`src/rtl/irrig_pkg.sv`:
```
// Shared types and constants for the irrigation cycle controller and its display mux.
// Latency: n/a (declarations only).
// Backpressure: n/a.
package irrig_pkg;

  localparam int IRRIG_W = 4;

  // Mode encoding is also the select encoding of the downstream 2:1 display mux.
  localparam logic MODE_SPR  = 1'b0;
  localparam logic MODE_DRIP = 1'b1;

  typedef enum logic [1:0] {
    ST_IDLE     = 2'd0,
    ST_RUN      = 2'd1,
    ST_PAUSE    = 2'd2,
    ST_COOLDOWN = 2'd3
  } irrig_state_e;

endpackage

```
`src/rtl/irrigation_cycle_ctrl_if.sv`:
```
// Bundles the irrigation controller request inputs and valve/display outputs.
// Latency: n/a (wiring only).
// Backpressure: none; tick/start/abort are level or pulse inputs with no handshake.
// master: drives tick, start, mode, dur_spr, dur_drip, tank_low, abort; observes the rest.
// slave : the controller; drives spr_count, drip_count, disp_sel, valves, busy, done, cycles_done.
interface irrigation_cycle_ctrl_if
  import irrig_pkg::*;
#(
  parameter int W = IRRIG_W
);
  logic         tick;
  logic         start;
  logic         mode;
  logic [W-1:0] dur_spr;
  logic [W-1:0] dur_drip;
  logic         tank_low;
  logic         abort;
  logic [W-1:0] spr_count;
  logic [W-1:0] drip_count;
  logic         disp_sel;
  logic         valve_spr;
  logic         valve_drip;
  logic         busy;
  logic         done;
  logic [W-1:0] cycles_done;

  modport master (
    output tick, start, mode, dur_spr, dur_drip, tank_low, abort,
    input  spr_count, drip_count, disp_sel, valve_spr, valve_drip, busy, done, cycles_done
  );

  modport slave (
    input  tick, start, mode, dur_spr, dur_drip, tank_low, abort,
    output spr_count, drip_count, disp_sel, valve_spr, valve_drip, busy, done, cycles_done
  );
endinterface

```
`src/rtl/irrig_tick_counter.sv`:
```
// W-bit loadable down-counter stepped by a tick enable, with freeze, clear and zero flag.
// Latency: count updates on the clock edge where load/tick is sampled; zero_o follows the register.
// Backpressure: none; freeze_i simply suppresses ticks. Priority clear > load > tick.
// Ports: clk, rst_n, load_i/load_val_i, tick_i, freeze_i, clear_i -> cnt_o, zero_o.
module irrig_tick_counter #(
  parameter int W = 4
) (
  input  logic         clk,
  input  logic         rst_n,
  input  logic         load_i,
  input  logic [W-1:0] load_val_i,
  input  logic         tick_i,
  input  logic         freeze_i,
  input  logic         clear_i,
  output logic [W-1:0] cnt_o,
  output logic         zero_o
);
  logic [W-1:0] cnt_q;
  logic [W-1:0] cnt_d;

  always_comb begin
    cnt_d = cnt_q;
    if (clear_i) begin
      cnt_d = '0;
    end else if (load_i) begin
      cnt_d = load_val_i;
    end else if (tick_i && !freeze_i && (cnt_q != '0)) begin
      // Saturates at zero rather than wrapping.
      cnt_d = cnt_q - 1'b1;
    end
  end

  always_ff @(posedge clk or negedge rst_n) begin
    if (!rst_n) begin
      cnt_q <= '0;
    end else begin
      cnt_q <= cnt_d;
    end
  end

  assign cnt_o  = cnt_q;
  assign zero_o = (cnt_q == '0);
endmodule

```
`src/rtl/irrigation_cycle_ctrl.sv`:
```
// Runs one sprinkler or drip watering cycle counted in 1 s ticks, then a cooldown.
// Latency: valve opens one cycle after start is sampled; done pulses on the edge of the last tick.
// Backpressure: start is ignored outside IDLE; tank_low pauses the run, abort ends it at once.
// Ports: clk, rst_n (async, active-low); bus (irrigation_cycle_ctrl_if.slave) carries
//   tick/start/mode/dur_spr/dur_drip/tank_low/abort in and spr_count/drip_count/disp_sel/
//   valve_spr/valve_drip/busy/done/cycles_done out.
// Build option: define IRRIG_CYCLE_STATS_EN to enable the saturating completed-cycle counter;
//   otherwise cycles_done is tied to 0.
module irrigation_cycle_ctrl
  import irrig_pkg::*;
#(
  parameter int W              = IRRIG_W,
  parameter int COOLDOWN_TICKS = 3
) (
  input  logic                   clk,
  input  logic                   rst_n,
  irrigation_cycle_ctrl_if.slave bus
);
  irrig_state_e state_q, state_d;
  logic         disp_sel_q, disp_sel_d;
  logic         valve_spr_q, valve_spr_d;
  logic         valve_drip_q, valve_drip_d;
  logic         busy_q, busy_d;
  logic         done_q, done_d;

  logic [W-1:0] dur_cnt, cool_cnt;
  logic         dur_zero, cool_zero;
  logic         dur_load, cool_load;
  logic         dur_freeze, cool_freeze;
  logic         run_done, zero_done;

  logic [W-1:0] dur_sel;
  logic         start_ok;

  assign dur_sel  = (bus.mode == MODE_DRIP) ? bus.dur_drip : bus.dur_spr;
  assign start_ok = bus.start && !bus.abort && !bus.tank_low;

  // State and output registers. Reset clears the valves asynchronously.
  always_ff @(posedge clk or negedge rst_n) begin
    if (!rst_n) begin
      state_q      <= ST_IDLE;
      disp_sel_q   <= MODE_SPR;
      valve_spr_q  <= 1'b0;
      valve_drip_q <= 1'b0;
      busy_q       <= 1'b0;
      done_q       <= 1'b0;
    end else begin
      state_q      <= state_d;
      disp_sel_q   <= disp_sel_d;
      valve_spr_q  <= valve_spr_d;
      valve_drip_q <= valve_drip_d;
      busy_q       <= busy_d;
      done_q       <= done_d;
    end
  end

  // Next-state logic; abort > tank_low > tick > start in every state.
  always_comb begin
    state_d    = state_q;
    disp_sel_d = disp_sel_q;
    dur_load   = 1'b0;
    cool_load  = 1'b0;
    run_done   = 1'b0;
    zero_done  = 1'b0;
    unique case (state_q)
      ST_IDLE: begin
        if (start_ok) begin
          disp_sel_d = bus.mode;
          if (dur_sel != '0) begin
            dur_load = 1'b1;
            state_d  = ST_RUN;
          end else begin
            // Zero-length request completes on the spot without opening a valve.
            zero_done = 1'b1;
          end
        end
      end
      ST_RUN: begin
        if (bus.abort) begin
          state_d = ST_IDLE;
        end else if (bus.tank_low) begin
          state_d = ST_PAUSE;
        end else if (dur_zero) begin
          // Unreachable in normal operation; recovers from a corrupted count.
          state_d = ST_IDLE;
        end else if (bus.tick && (dur_cnt == W'(1))) begin
          run_done  = 1'b1;
          cool_load = 1'b1;
          state_d   = ST_COOLDOWN;
        end
      end
      ST_PAUSE: begin
        if (bus.abort) begin
          state_d = ST_IDLE;
        end else if (!bus.tank_low) begin
          state_d = ST_RUN;
        end
      end
      ST_COOLDOWN: begin
        if (bus.abort) begin
          state_d = ST_IDLE;
        end else if (cool_zero) begin
          state_d = ST_IDLE;
        end else if (bus.tick && (cool_cnt == W'(1))) begin
          state_d = ST_IDLE;
        end
      end
      default: state_d = ST_IDLE;
    endcase
  end

  // Output logic: next values of the registered outputs, decoded from the next state.
  always_comb begin
    valve_spr_d  = (state_d == ST_RUN) && (disp_sel_d == MODE_SPR);
    valve_drip_d = (state_d == ST_RUN) && (disp_sel_d == MODE_DRIP);
    busy_d       = (state_d != ST_IDLE);
    done_d       = run_done || zero_done;
  end

  // Duration counter only moves in RUN; a coincident tank_low wins over the tick.
  assign dur_freeze = (state_q != ST_RUN) || bus.tank_low;

  irrig_tick_counter #(.W(W)) u_dur_cnt (
    .clk        (clk),
    .rst_n      (rst_n),
    .load_i     (dur_load),
    .load_val_i (dur_sel),
    .tick_i     (bus.tick),
    .freeze_i   (dur_freeze),
    .clear_i    (bus.abort),
    .cnt_o      (dur_cnt),
    .zero_o     (dur_zero)
  );

  assign cool_freeze = (state_q != ST_COOLDOWN);

  irrig_tick_counter #(.W(W)) u_cool_cnt (
    .clk        (clk),
    .rst_n      (rst_n),
    .load_i     (cool_load),
    .load_val_i (W'(COOLDOWN_TICKS)),
    .tick_i     (bus.tick),
    .freeze_i   (cool_freeze),
    .clear_i    (bus.abort),
    .cnt_o      (cool_cnt),
    .zero_o     (cool_zero)
  );

  // A single duration register serves both displays; the non-selected side is forced to 0
  // so the downstream mux can never show a stale value.
  assign bus.spr_count  = (disp_sel_q == MODE_SPR)  ? dur_cnt : '0;
  assign bus.drip_count = (disp_sel_q == MODE_DRIP) ? dur_cnt : '0;
  assign bus.disp_sel   = disp_sel_q;
  assign bus.valve_spr  = valve_spr_q;
  assign bus.valve_drip = valve_drip_q;
  assign bus.busy       = busy_q;
  assign bus.done       = done_q;

`ifdef IRRIG_CYCLE_STATS_EN
  logic [W-1:0] cycles_q;

  // Counts RUN completions only (not zero-length requests); saturates at all-ones.
  always_ff @(posedge clk or negedge rst_n) begin
    if (!rst_n) begin
      cycles_q <= '0;
    end else if (run_done && (cycles_q != '1)) begin
      cycles_q <= cycles_q + 1'b1;
    end
  end

  assign bus.cycles_done = cycles_q;
`else
  assign bus.cycles_done = '0;
`endif
endmodule

```
`src/flat_wrapper.sv`:
```
// flat-port wrapper written by rule: the top's interface ports become plain ports
module irrigation_cycle_ctrl_flat import irrig_pkg::*;
#(
  parameter int W              = IRRIG_W,
  parameter int COOLDOWN_TICKS = 3
)
  (clk, rst_n, bus_tick, bus_start, bus_mode, bus_dur_spr, bus_dur_drip, bus_tank_low, bus_abort, bus_spr_count, bus_drip_count, bus_disp_sel, bus_valve_spr, bus_valve_drip, bus_busy, bus_done, bus_cycles_done);
  irrigation_cycle_ctrl_if #(.W(W)) bus_i ();
  input  logic clk;
  input  logic rst_n;
  input wire logic [$bits(bus_i.tick)-1:0] bus_tick;
  input wire logic [$bits(bus_i.start)-1:0] bus_start;
  input wire logic [$bits(bus_i.mode)-1:0] bus_mode;
  input wire logic [$bits(bus_i.dur_spr)-1:0] bus_dur_spr;
  input wire logic [$bits(bus_i.dur_drip)-1:0] bus_dur_drip;
  input wire logic [$bits(bus_i.tank_low)-1:0] bus_tank_low;
  input wire logic [$bits(bus_i.abort)-1:0] bus_abort;
  output wire logic [$bits(bus_i.spr_count)-1:0] bus_spr_count;
  output wire logic [$bits(bus_i.drip_count)-1:0] bus_drip_count;
  output wire logic [$bits(bus_i.disp_sel)-1:0] bus_disp_sel;
  output wire logic [$bits(bus_i.valve_spr)-1:0] bus_valve_spr;
  output wire logic [$bits(bus_i.valve_drip)-1:0] bus_valve_drip;
  output wire logic [$bits(bus_i.busy)-1:0] bus_busy;
  output wire logic [$bits(bus_i.done)-1:0] bus_done;
  output wire logic [$bits(bus_i.cycles_done)-1:0] bus_cycles_done;
  assign bus_i.tick = bus_tick;
  assign bus_i.start = bus_start;
  assign bus_i.mode = bus_mode;
  assign bus_i.dur_spr = bus_dur_spr;
  assign bus_i.dur_drip = bus_dur_drip;
  assign bus_i.tank_low = bus_tank_low;
  assign bus_i.abort = bus_abort;
  assign bus_spr_count = bus_i.spr_count;
  assign bus_drip_count = bus_i.drip_count;
  assign bus_disp_sel = bus_i.disp_sel;
  assign bus_valve_spr = bus_i.valve_spr;
  assign bus_valve_drip = bus_i.valve_drip;
  assign bus_busy = bus_i.busy;
  assign bus_done = bus_i.done;
  assign bus_cycles_done = bus_i.cycles_done;
  irrigation_cycle_ctrl #(.W(W), .COOLDOWN_TICKS(COOLDOWN_TICKS)) u_core (.clk(clk), .rst_n(rst_n), .bus(bus_i));
endmodule
```
`config.mk`:
```
export PLATFORM = sky130hd
export DESIGN_NAME = irrigation_cycle_ctrl_flat
export DESIGN_NICKNAME = d
export VERILOG_FILES = /design/src/rtl/irrig_pkg.sv /design/src/rtl/irrigation_cycle_ctrl_if.sv /design/src/rtl/irrig_tick_counter.sv /design/src/rtl/irrigation_cycle_ctrl.sv /design/src/flat_wrapper.sv
export SDC_FILE = /design/constraint.sdc
export NUM_CORES = 1
export LEC_CHECK = 0
export CAP_MARGIN = 5
export CORE_MARGIN = 3
export CORE_UTILIZATION = 46
export DETAILED_ROUTE_END_ITERATION = 10
export PLACE_DENSITY = 0.79
export SETUP_SLACK_MARGIN = 0.1
export SLEW_MARGIN = 20
export SYNTH_ARGS = -nofsm -noshare
export SYNTH_HDL_FRONTEND = slang
export SYNTH_SLANG_ARGS = --single-unit
```
`constraint.sdc`:
```
create_clock -name clk -period 2.7 [get_ports clk]
set_clock_uncertainty 0.15 [all_clocks]
set_input_delay 0.81 -clock clk [delete_from_list [all_inputs] [get_ports clk]]
set_output_delay 0.81 -clock clk [all_outputs]
set_load 0.1 [all_outputs]
```
==> metrics.txt, run 1 <==
# TYPE chip_impl_metric gauge
chip_impl_info{name="outcome",value="finished, final reports clean"} 1
chip_impl_metric{name="antenna_found_initial",unit=""} 0
chip_impl_metric{name="critPathArrivalTime",unit="ns"} 2.47
chip_impl_metric{name="postSynthRegisterBits",unit=""} 15
chip_impl_metric{name="cts_resized",unit=""} 0
chip_impl_metric{name="ant_nets",unit=""} 0
chip_impl_metric{name="place.port_buffers",unit=""} 27
chip_impl_metric{name="grt_start_max_net_pins",unit=""} 16
chip_impl_info{name="setup_repair_after_global_routing_missed_its_margin",value="no"} 1
chip_impl_metric{name="clock_tree.htree_level_count",unit=""} 1
chip_impl_info{name="criticalPathCategory",value="input port to flop"} 1
chip_impl_metric{name="routed_wirelength",unit="um"} 2350
chip_impl_metric{name="timing.final.setup_violations",unit=""} 0
chip_impl_metric{name="max_cap_violations",unit=""} 0
chip_impl_info{name="hold_path_class",value="flop to flop"} 1
chip_impl_metric{name="post-cts-setup-buffers",unit=""} 0
chip_impl_metric{name="timing.critical_path.required",unit="ns"} 2.69
chip_impl_metric{name="via_count_of_the_first_global_routing_pass",unit=""} 899
chip_impl_metric{name="cell_area_after_synthesis",unit="um^2"} 1050
chip_impl_metric{name="routed-via-count",unit=""} 897
chip_impl_metric{name="worst_setup_hold_path_clk_slew",unit="ns"} 0.10
chip_impl_metric{name="cts.sink_count",unit=""} 15
chip_impl_metric{name="power.ir.vdd_worst",unit="mV"} 0.378
chip_impl_metric{name="synth-edff-count",unit=""} 0
chip_impl_info{name="synthFlopType",value="dfrtp_1"} 1
chip_impl_metric{name="die_h",unit="um"} 53.9
chip_impl_metric{name="final_min_period_over_clock_period",unit=""} 0.915
chip_impl_metric{name="achievable-frequency",unit="GHz"} 0.405
chip_impl_metric{name="minimum_period_implied_by_the_final_worst_setup_slack",unit="ns"} 2.47
chip_impl_metric{name="netlist-cell-type-count",unit=""} 42
chip_impl_metric{name="synth_async_sr_flop_share",unit=""} 1.00
chip_impl_metric{name="io_pins",unit=""} 32
chip_impl_metric{name="num_antenna_cells",unit=""} 0
chip_impl_metric{name="grt_first_pass_wirelength",unit="um"} 3880
chip_impl_metric{name="power.leakage",unit="nW"} 0.601
chip_impl_metric{name="fp.dieArea",unit="um^2"} 2900
chip_impl_metric{name="drv_slew",unit=""} 0
chip_impl_metric{name="synthesis.area_per_instance",unit="um^2"} 9.85
chip_impl_metric{name="hpwlAfterDp",unit="um"} 1910
chip_impl_metric{name="grt_util_all_layers",unit=""} 0.186
chip_impl_metric{name="clk_lat_worst_skew",unit="ns"} 0.28
chip_impl_metric{name="synth-warning-count",unit=""} 0
chip_impl_metric{name="total_power",unit="mW"} 0.696
chip_impl_metric{name="fraction_of_final_layout_cells_sized_beyond_drive_strength_1",unit=""} 0.290
chip_impl_metric{name="cts_inserted_buffers",unit=""} 3
chip_impl_info{name="root_buffer",value="clkbuf_4"} 1
chip_impl_metric{name="layout.nets",unit=""} 158
chip_impl_metric{name="maxSlewHeadroom",unit=""} 0.572
chip_impl_metric{name="final_core_utilization",unit=""} 0.703
chip_impl_metric{name="syn_inst",unit=""} 107
chip_impl_info{name="setup.worst_path.start_class",value="input port"} 1
chip_impl_info{name="tritoncts",value="yes"} 1
chip_impl_metric{name="viasPerCell",unit=""} 5.44
chip_impl_metric{name="overflow",unit=""} 0
chip_impl_metric{name="synth-seq-area-share",unit=""} 0.356
chip_impl_metric{name="layout-area-overhead-vs-synth",unit="%"} 37.5
chip_impl_metric{name="drt-wirelength-per-cell",unit="um"} 14.2
chip_impl_metric{name="first_pass_iters",unit=""} 4
chip_impl_metric{name="floorplan.rows",unit=""} 16
chip_impl_metric{name="initialDrtViolationCount",unit=""} 7
chip_impl_metric{name="cts.path.max_buffers",unit=""} 2
chip_impl_info{name="endpoint_kind",value="flop"} 1
chip_impl_metric{name="tightest_slew",unit="ns"} 0.640
chip_impl_metric{name="gp_routability_congestion",unit=""} 0.822
chip_impl_metric{name="worst-path-max-fanout",unit=""} 8
chip_impl_info{name="leading_cell_types_in_the_layout_fill_and_taps_excluded",value="clkdlybuf4s50_1 (14), dfrtp_1 (14), buf_4 (11)"} 1
chip_impl_metric{name="die_span_x",unit="um"} 53.9
chip_impl_metric{name="drc",unit=""} 0
chip_impl_metric{name="cts_hold_repair.buffers",unit=""} 0
chip_impl_metric{name="core-area",unit="um^2"} 2060
chip_impl_metric{name="powerDensity",unit="nW/um^2"} 480
chip_impl_metric{name="finalHoldViolations",unit=""} 0
chip_impl_metric{name="initial_core_util",unit=""} 0.511
==> flip-flops by register name, indices dropped and copies added (netlist names) <==
name                     flops
u_core.bus.disp_sel          1
u_core.bus.busy              1
u_core.u_cool_cnt.cnt_o      4
u_core.bus.done              1
u_core.bus.valve_spr         1
u_core.u_dur_cnt.cnt_o       4
u_core.bus.valve_drip        1
u_core.state_q               2
==> critical path: stages <==
cell and delay (ns):
clkdlybuf4s50_1 0.45, or4_1 0.54, o22ai_2 0.23, or2_1 0.31, a211oi_1 0.12
==> report_power, final <==
group / internal, mW / switching [mW] / total, mW
registers: 0.241 / 0.0270 / 0.268
logic: 0.0902 / 0.205 / 0.295
clock network: 0.0561 / 0.0764 / 0.132
==> Yosys cell counts (5+ instances only) <==
| cell | count | share of area |
|---|---|---|
| inv_1 | 6 | 0.021 |
| and2_1 | 5 | 0.030 |
| buf_4 | 5 | 0.036 |
| dfrtp_1 | 15 | 0.36 |
| nand2_1 | 5 | 0.018 |
==> cell type report <==
cell class / instances / area, um^2
clock inverter: 1 / 7.51
clock buffer: 3 / 22.5
tap: 27 / 33.8
multi-input combinational: 81 / 623
sequential: 15 / 377
fill: 168 / 613
timing repair buffer: 32 / 363
inverter: 6 / 22.5
==> worst paths after layout <==
kind | startpoint | to | slack [ns] | cells after the start
max in group asynchronous | rst_n | u_core.bus.disp_sel | 1.19 | 1
max reg2reg | u_core.u_dur_cnt.cnt_o[0] | u_core.bus.valve_drip | 0.50 | 6
min in group asynchronous | rst_n | u_core.bus.valve_spr | 0.77 | 1
max | bus_mode | u_core.u_dur_cnt.cnt_o[3] | 0.23 | 5
min | u_core.u_cool_cnt.cnt_o[3] | u_core.u_cool_cnt.cnt_o[3] | 0.49 | 2
min reg2reg | u_core.u_cool_cnt.cnt_o[3] | u_core.u_cool_cnt.cnt_o[3] | 0.49 | 2
==> layer usage <==
layer  vias up  track usage  wire length, um
li1        444            -                -
met1       427        0.203              941
met2        24        0.359             1300
met3         2       0.0194               87
met4         0       0.0723               22
met5         -            0                0
==> cells by family (layout without fill, tap and decap cells) <==
family,after synthesis,count (layout),synth area share
AOI/OAI and AO/OA,19,19,0.151
other,1,4,0.00356
buffers and inverters,14,42,0.0772
and+or+nand+nor,44,44,0.273
xor gates and xnor gates,6,6,0.0499
muxes,4,4,0.0416
adders and majority gates,4,4,0.0475
DFF,15,15,0.356
==> stage by stage <==
step	TNS, ns	std cells	hold WS, ns	area, um^2	setup WS (ns)
after floorplan	0	110	0.364	1080	0.216
after global placement	-0.0105	161	0.450	1420	-0.00766
after detailed placement	-0.408	161	0.464	1420	-0.0761
after CTS	0	165	0.493	1450	0.230
after global routing	0	165	0.512	1450	0.118
final	0	165	0.488	1450	0.230
Power figures use the tool's default switching activity.
==> run 2: changes to the inputs <==
--- a/config.mk
+++ b/config.mk
@@ -6,7 +6,6 @@
 export NUM_CORES = 1
 export LEC_CHECK = 0
 export CAP_MARGIN = 5
-export CORE_MARGIN = 3
 export CORE_UTILIZATION = 46
 export DETAILED_ROUTE_END_ITERATION = 10
 export PLACE_DENSITY = 0.79
==> run 2 against run 1 <==
Wire length is 3.9% lower. Sequential cell count stayed put. Power hardly changed. Clock power hardly changed. Combinational power hardly changed. First-iteration DRC count is 110% higher. Core utilization stayed put. Largest cell class unchanged. Largest power group unchanged. Highest routed layer unchanged.
==> metrics.txt, run 2 (same netlist as run 1, synthesis figures left out) <==
# TYPE chip_impl_metric gauge
chip_impl_metric{name="timing.hold.ws",unit="ns"} 0.478
chip_impl_info{name="highest_metal_used",value="met4"} 1
chip_impl_metric{name="antenna_found_initial",unit=""} 0
chip_impl_metric{name="finalHoldViolations",unit=""} 0
chip_impl_metric{name="drv_slew",unit=""} 0
chip_impl_metric{name="num_antenna_cells",unit=""} 0
chip_impl_metric{name="minimum_period_implied_by_the_final_worst_setup_slack",unit="ns"} 2.37
chip_impl_metric{name="die_span_x",unit="um"} 49.9
chip_impl_info{name="tritoncts",value="yes"} 1
chip_impl_metric{name="total_power",unit="mW"} 0.695
chip_impl_metric{name="clock_tree.htree_level_count",unit=""} 1
chip_impl_metric{name="maxSlewHeadroom",unit=""} 0.555
chip_impl_metric{name="fp.dieArea",unit="um^2"} 2490
chip_impl_info{name="setup.worst_path.start_class",value="input port"} 1
chip_impl_metric{name="cts.sink_count",unit=""} 15
chip_impl_metric{name="achievable-frequency",unit="GHz"} 0.423
chip_impl_metric{name="viasPerCell",unit=""} 5.55
chip_impl_metric{name="layout-area-overhead-vs-synth",unit="%"} 37.5
chip_impl_metric{name="timing.final.setup_violations",unit=""} 0
chip_impl_metric{name="fraction_of_final_layout_cells_sized_beyond_drive_strength_1",unit=""} 0.290
chip_impl_metric{name="floorplan.rows",unit=""} 16
chip_impl_metric{name="powerDensity",unit="nW/um^2"} 480
chip_impl_metric{name="gp_routability_congestion",unit=""} 0.816
chip_impl_metric{name="max_cap_violations",unit=""} 0
chip_impl_metric{name="timing.critical_path.required",unit="ns"} 2.70
chip_impl_metric{name="initial_core_util",unit=""} 0.511
chip_impl_metric{name="grt_first_pass_wirelength",unit="um"} 4060
chip_impl_metric{name="cts.path.max_buffers",unit=""} 2
chip_impl_metric{name="final_min_period_over_clock_period",unit=""} 0.876
chip_impl_metric{name="place.port_buffers",unit=""} 27
chip_impl_metric{name="post-cts-setup-buffers",unit=""} 0
chip_impl_metric{name="finalSetupTns",unit="ns"} 0
chip_impl_metric{name="detailroute.wirelength.met2",unit="um"} 1180
chip_impl_metric{name="via_count_of_the_first_global_routing_pass",unit=""} 950
chip_impl_metric{name="drt-wirelength-per-cell",unit="um"} 13.7
chip_impl_metric{name="io_pins",unit=""} 32
chip_impl_info{name="outcome",value="finished, final reports clean"} 1
chip_impl_metric{name="initialDrtViolationCount",unit=""} 15
chip_impl_metric{name="cts_hold_repair.buffers",unit=""} 0
chip_impl_metric{name="final.fill_count",unit=""} 156
chip_impl_metric{name="ant_nets",unit=""} 0
chip_impl_info{name="setup_repair_after_global_routing_missed_its_margin",value="no"} 1
chip_impl_metric{name="overflow",unit=""} 0
chip_impl_metric{name="finalWorstSetupSlack",unit="ns"} 0.334
chip_impl_metric{name="layout.nets",unit=""} 158
chip_impl_metric{name="routed-via-count",unit=""} 916
chip_impl_info{name="leading_cell_types_in_the_layout_fill_and_taps_excluded",value="clkdlybuf4s50_1 (14), dfrtp_1 (14), buf_4 (11)"} 1
chip_impl_metric{name="clk_lat_worst_skew",unit="ns"} 0.29
chip_impl_info{name="hold_path_class",value="flop to flop"} 1
chip_impl_metric{name="cts_resized",unit=""} 0
chip_impl_info{name="endpoint_kind",value="flop"} 1
chip_impl_info{name="root_buffer",value="clkbuf_4"} 1
chip_impl_metric{name="place_worst_setup_slack",unit="ns"} 0.00720
chip_impl_metric{name="worst_setup_hold_path_clk_slew",unit="ns"} 0.09
chip_impl_metric{name="drc",unit=""} 0
chip_impl_metric{name="routed-wl-met3",unit="um"} 63
chip_impl_metric{name="worst-path-max-fanout",unit=""} 8
chip_impl_metric{name="placed_cells",unit=""} 161
chip_impl_metric{name="hpwlAfterDp",unit="um"} 1820
chip_impl_metric{name="grt_start_max_net_pins",unit=""} 16
chip_impl_metric{name="critPathArrivalTime",unit="ns"} 2.37
chip_impl_metric{name="die_h",unit="um"} 49.9
chip_impl_info{name="criticalPathCategory",value="input port to flop"} 1
chip_impl_metric{name="tightest_slew",unit="ns"} 0.665
chip_impl_metric{name="cts_inserted_buffers",unit=""} 3
chip_impl_metric{name="power.leakage",unit="nW"} 0.602
chip_impl_metric{name="power.ir.vdd_worst",unit="mV"} 0.387
chip_impl_metric{name="routed_wirelength",unit="um"} 2260
chip_impl_metric{name="routedLengthMet1",unit="um"} 940
chip_impl_metric{name="grt_util_all_layers",unit=""} 0.210
chip_impl_metric{name="first_pass_iters",unit=""} 4
chip_impl_metric{name="core-area",unit="um^2"} 2060
chip_impl_metric{name="instances_no_fill",unit=""} 165
==> run 2: cell counts in the layout (fill, tap and decap cells not counted) <==
No cell type changed its count.
==> run 2: where the power goes <==
part / leakage, nW / switching, mW / total (mW) / internal (mW)
sequential: 0.203 / 0.0280 / 0.269 / 0.241
clock: 0.0139 / 0.0766 / 0.133 / 0.0563
combinational: 0.385 / 0.205 / 0.294 / 0.0890
total: 0.602 / 0.309 / 0.695 / 0.386
==> run 2: path summary, 6_finish.rpt <==
check	startpoint	endpoint	slack, ns	depth (start not counted)
max in group asynchronous	rst_n	u_core.bus.disp_sel	1.17	1
min in group asynchronous	rst_n	u_core.bus.valve_drip	0.77	1
hold reg to reg	u_core.u_cool_cnt.cnt_o[3]	u_core.u_cool_cnt.cnt_o[3]	0.48	2
setup reg to reg	u_core.u_dur_cnt.cnt_o[0]	u_core.bus.valve_spr	0.47	6
hold / removal	u_core.u_cool_cnt.cnt_o[3]	u_core.u_cool_cnt.cnt_o[3]	0.48	2
setup / recovery	bus_dur_drip[1]	u_core.u_dur_cnt.cnt_o[2]	0.33	5
==> run 2: metrics by stage <==
step / utilization / cell area (um^2)
floorplan: - / 1080
global placement: 0.688 / 1420
detailed placement: 0.688 / 1420
CTS: 0.703 / 1450
global route: 0.703 / 1450
finish: 0.703 / 1450
==> run 2: worst max-delay path, cell delays in order <==
cell and delay, ns:
clkdlybuf4s50_1 0.41, or4b_1 0.54, o22ai_2 0.19, or2_1 0.29, a211oi_1 0.12
==> run 2: per-layer routing <==
metal | global-route usage | vias up
met5 | 0 | -
li1 | - | 450
met4 | 0.114 | 0
met1 | 0.255 | 431
met2 | 0.365 | 25
met3 | 0.0154 | 10
==> run 2: area by class of cell <==
cell class / instances / area (um^2) / share of cell area
flip-flops and latches: 15 / 377 / 0.260
clock buffers: 3 / 22.5 / 0.0155
clock inverters: 1 / 7.51 / 0.00518
well taps: 27 / 33.8 / 0.0233
repair buffers: 32 / 363 / 0.250
inverters: 6 / 22.5 / 0.0155
multi-input cells: 81 / 623 / 0.430
==> run 3: changes to the inputs <==
--- a/config.mk
+++ b/config.mk
@@ -10,6 +10,7 @@
 export DETAILED_ROUTE_END_ITERATION = 10
 export PLACE_DENSITY = 0.79
 export SETUP_SLACK_MARGIN = 0.1
+export SKIP_CTS_REPAIR_TIMING = 1
 export SLEW_MARGIN = 20
 export SYNTH_ARGS = -nofsm -noshare
 export SYNTH_HDL_FRONTEND = slang
==> results of run 3 <==
The final DEF is identical to that of run 2; final timing and power are the same.
==> variant: new RTL, config.mk and constraints of run 2 <==
Add a define of `IRRIG_CYCLE_STATS_EN`.
--- a/src/rtl/irrigation_cycle_ctrl.sv
+++ b/src/rtl/irrigation_cycle_ctrl.sv
@@ -7,4 +7,6 @@
 // Build option: define IRRIG_CYCLE_STATS_EN to enable the saturating completed-cycle counter;
 //   otherwise cycles_done is tied to 0.
+`define IRRIG_CYCLE_STATS_EN
+
 module irrigation_cycle_ctrl
   import irrig_pkg::*;
Check against the original RTL: not equivalent (a bounded check fails within 4 cycles, from zero or initial values and one cycle with rst_n low).
==> variant against run 2 <==
  * Sequential cell count increased by 4
  * Die area increased by 13%
  * Synthesized area increased by 14%
  * Worst setup slack got worse by 200 ps
  * Routed wire length increased by 34%
  * Register-to-register slack got worse by 230 ps
  * Design area increased by 22%
  * Power increased by 11%
  * Critical endpoint is now u_core.bus.cycles_done[3]
==> variant: results (changes against run 2) <==
| Metric | Value |
|---|---|
| Final #Nets | `188 (was 158)` |
| Post-synthesis mux area share | `5.54% (was 4.16%)` |
| Worst setup endpoint | `u_core.bus.cycles_done[3] (was u_core.u_dur_cnt.cnt_o[2])` |
| # resized after CTS | `1 (was 0)` |
| Top cells by area, synth | `dfrtp_1 40%, ha_1 5.2%, mux2_2 4.7% (was dfrtp_1 36%, ha_1 4.8%, buf_4 3.6%)` |
| #MultiIn Comb | `91 (was 81)` |
| DR vias | `1123 (was 916)` |
| Comb power | `295 uW (was 294 uW)` |
| Reg area | `477 um^2 (was 377 um^2)` |
| 1st-pass router iterations | `6 (was 4)` |
| Post-synth cell types | `43 (was 42)` |
| WL met1 | `1260 um (was 940 um)` |
| Share of cells above drive strength 1 | `38.3% (was 29.0%)` |
| DP Area | `0.00172 mm^2 (was 0.00142 mm^2)` |
| PortBufs | `31 (was 27)` |
| Net Switching | `309 uW (about the same)` |
| Non-CTS buffers | `47 (was 32)` |
| Crit Path Max Fanout | `4 (was 8)` |
| Max stage delay cell, worst path | `or4_4 (was or4b_1)` |
| Post-synthesis compound-gate area fraction | `12.3% (was 15.1%)` |
| Dpl hpwl | `2380 um (was 1820 um)` |
| Multi-input gate area | `709 um^2 (was 623 um^2)` |
| Fillers | `202 (was 156)` |
| Grt met1 use | `29.5% (was 25.5%)` |
| CTS sink count | `19 (was 15)` |
| WHS | `417 ps (was 478 ps)` |
| Status | `finished clean (unchanged)` |
| Sequential fraction of total cell area | `27.0% (was 26.0%)` |
| Drt wl/cell | `15.3 um (was 13.7 um)` |
| Adder-Cell Fraction of Synth Area | `5.22% (was 4.75%)` |
| WL final | `3020 um (was 2260 um)` |
| P_leak | `0.000779 uW (was 0.000602 uW)` |
| Crit. Startpoint | `bus_abort (was bus_dur_drip[1])` |
| Placer's final routability congestion estimate | `0.831 (was 0.816)` |
| Worst slew margin | `71.3% (was 55.5%)` |
| Met3 GRT Util | `2.59% (was 1.54%)` |
| Inst Count DP | `193 (was 161)` |
| Max incr delay on CP | `560 ps (was 540 ps)` |
| Std-Cell Rows | `18 (was 16)` |
| Post-synth top cells | `19 x dfrtp_1, 6 x inv_1, 6 x nand3_1 (was 15 x dfrtp_1, 6 x inv_1, 5 x and2_1, 5 x buf_4, 5 x nand2_1)` |
| Met2 WL | `1620 um (was 1180 um)` |
| R2R setup slack | `240 ps (was 470 ps)` |
-- variant: cell types whose count changed after synthesis, moves of 2 or more --
| cell | change |
|---|---|
| buf_4 | -5 |
| dfrtp_1 | +4 |
| mux2_2 | +3 |
| or3b_1 | -3 |
| or3b_2 | +3 |
| nand2b_1 | +2 |
| nand3_1 | +2 |
| o21ai_1 | -2 |
-- variant: worst min path at each step --
stage | start | slack [ps] | end | cells past startpoint
after global routing | u_core.bus.cycles_done[0] | 440 | u_core.bus.cycles_done[0] | 1
after floorplan | rst_n | 360 | u_core.bus.busy | 0
after global placement | u_core.bus.cycles_done[0] | 380 | u_core.bus.cycles_done[0] | 1
final | u_core.bus.cycles_done[0] | 420 | u_core.bus.cycles_done[0] | 1
after CTS | u_core.bus.cycles_done[0] | 410 | u_core.bus.cycles_done[0] | 1
after detailed placement | u_core.bus.cycles_done[0] | 390 | u_core.bus.cycles_done[0] | 1
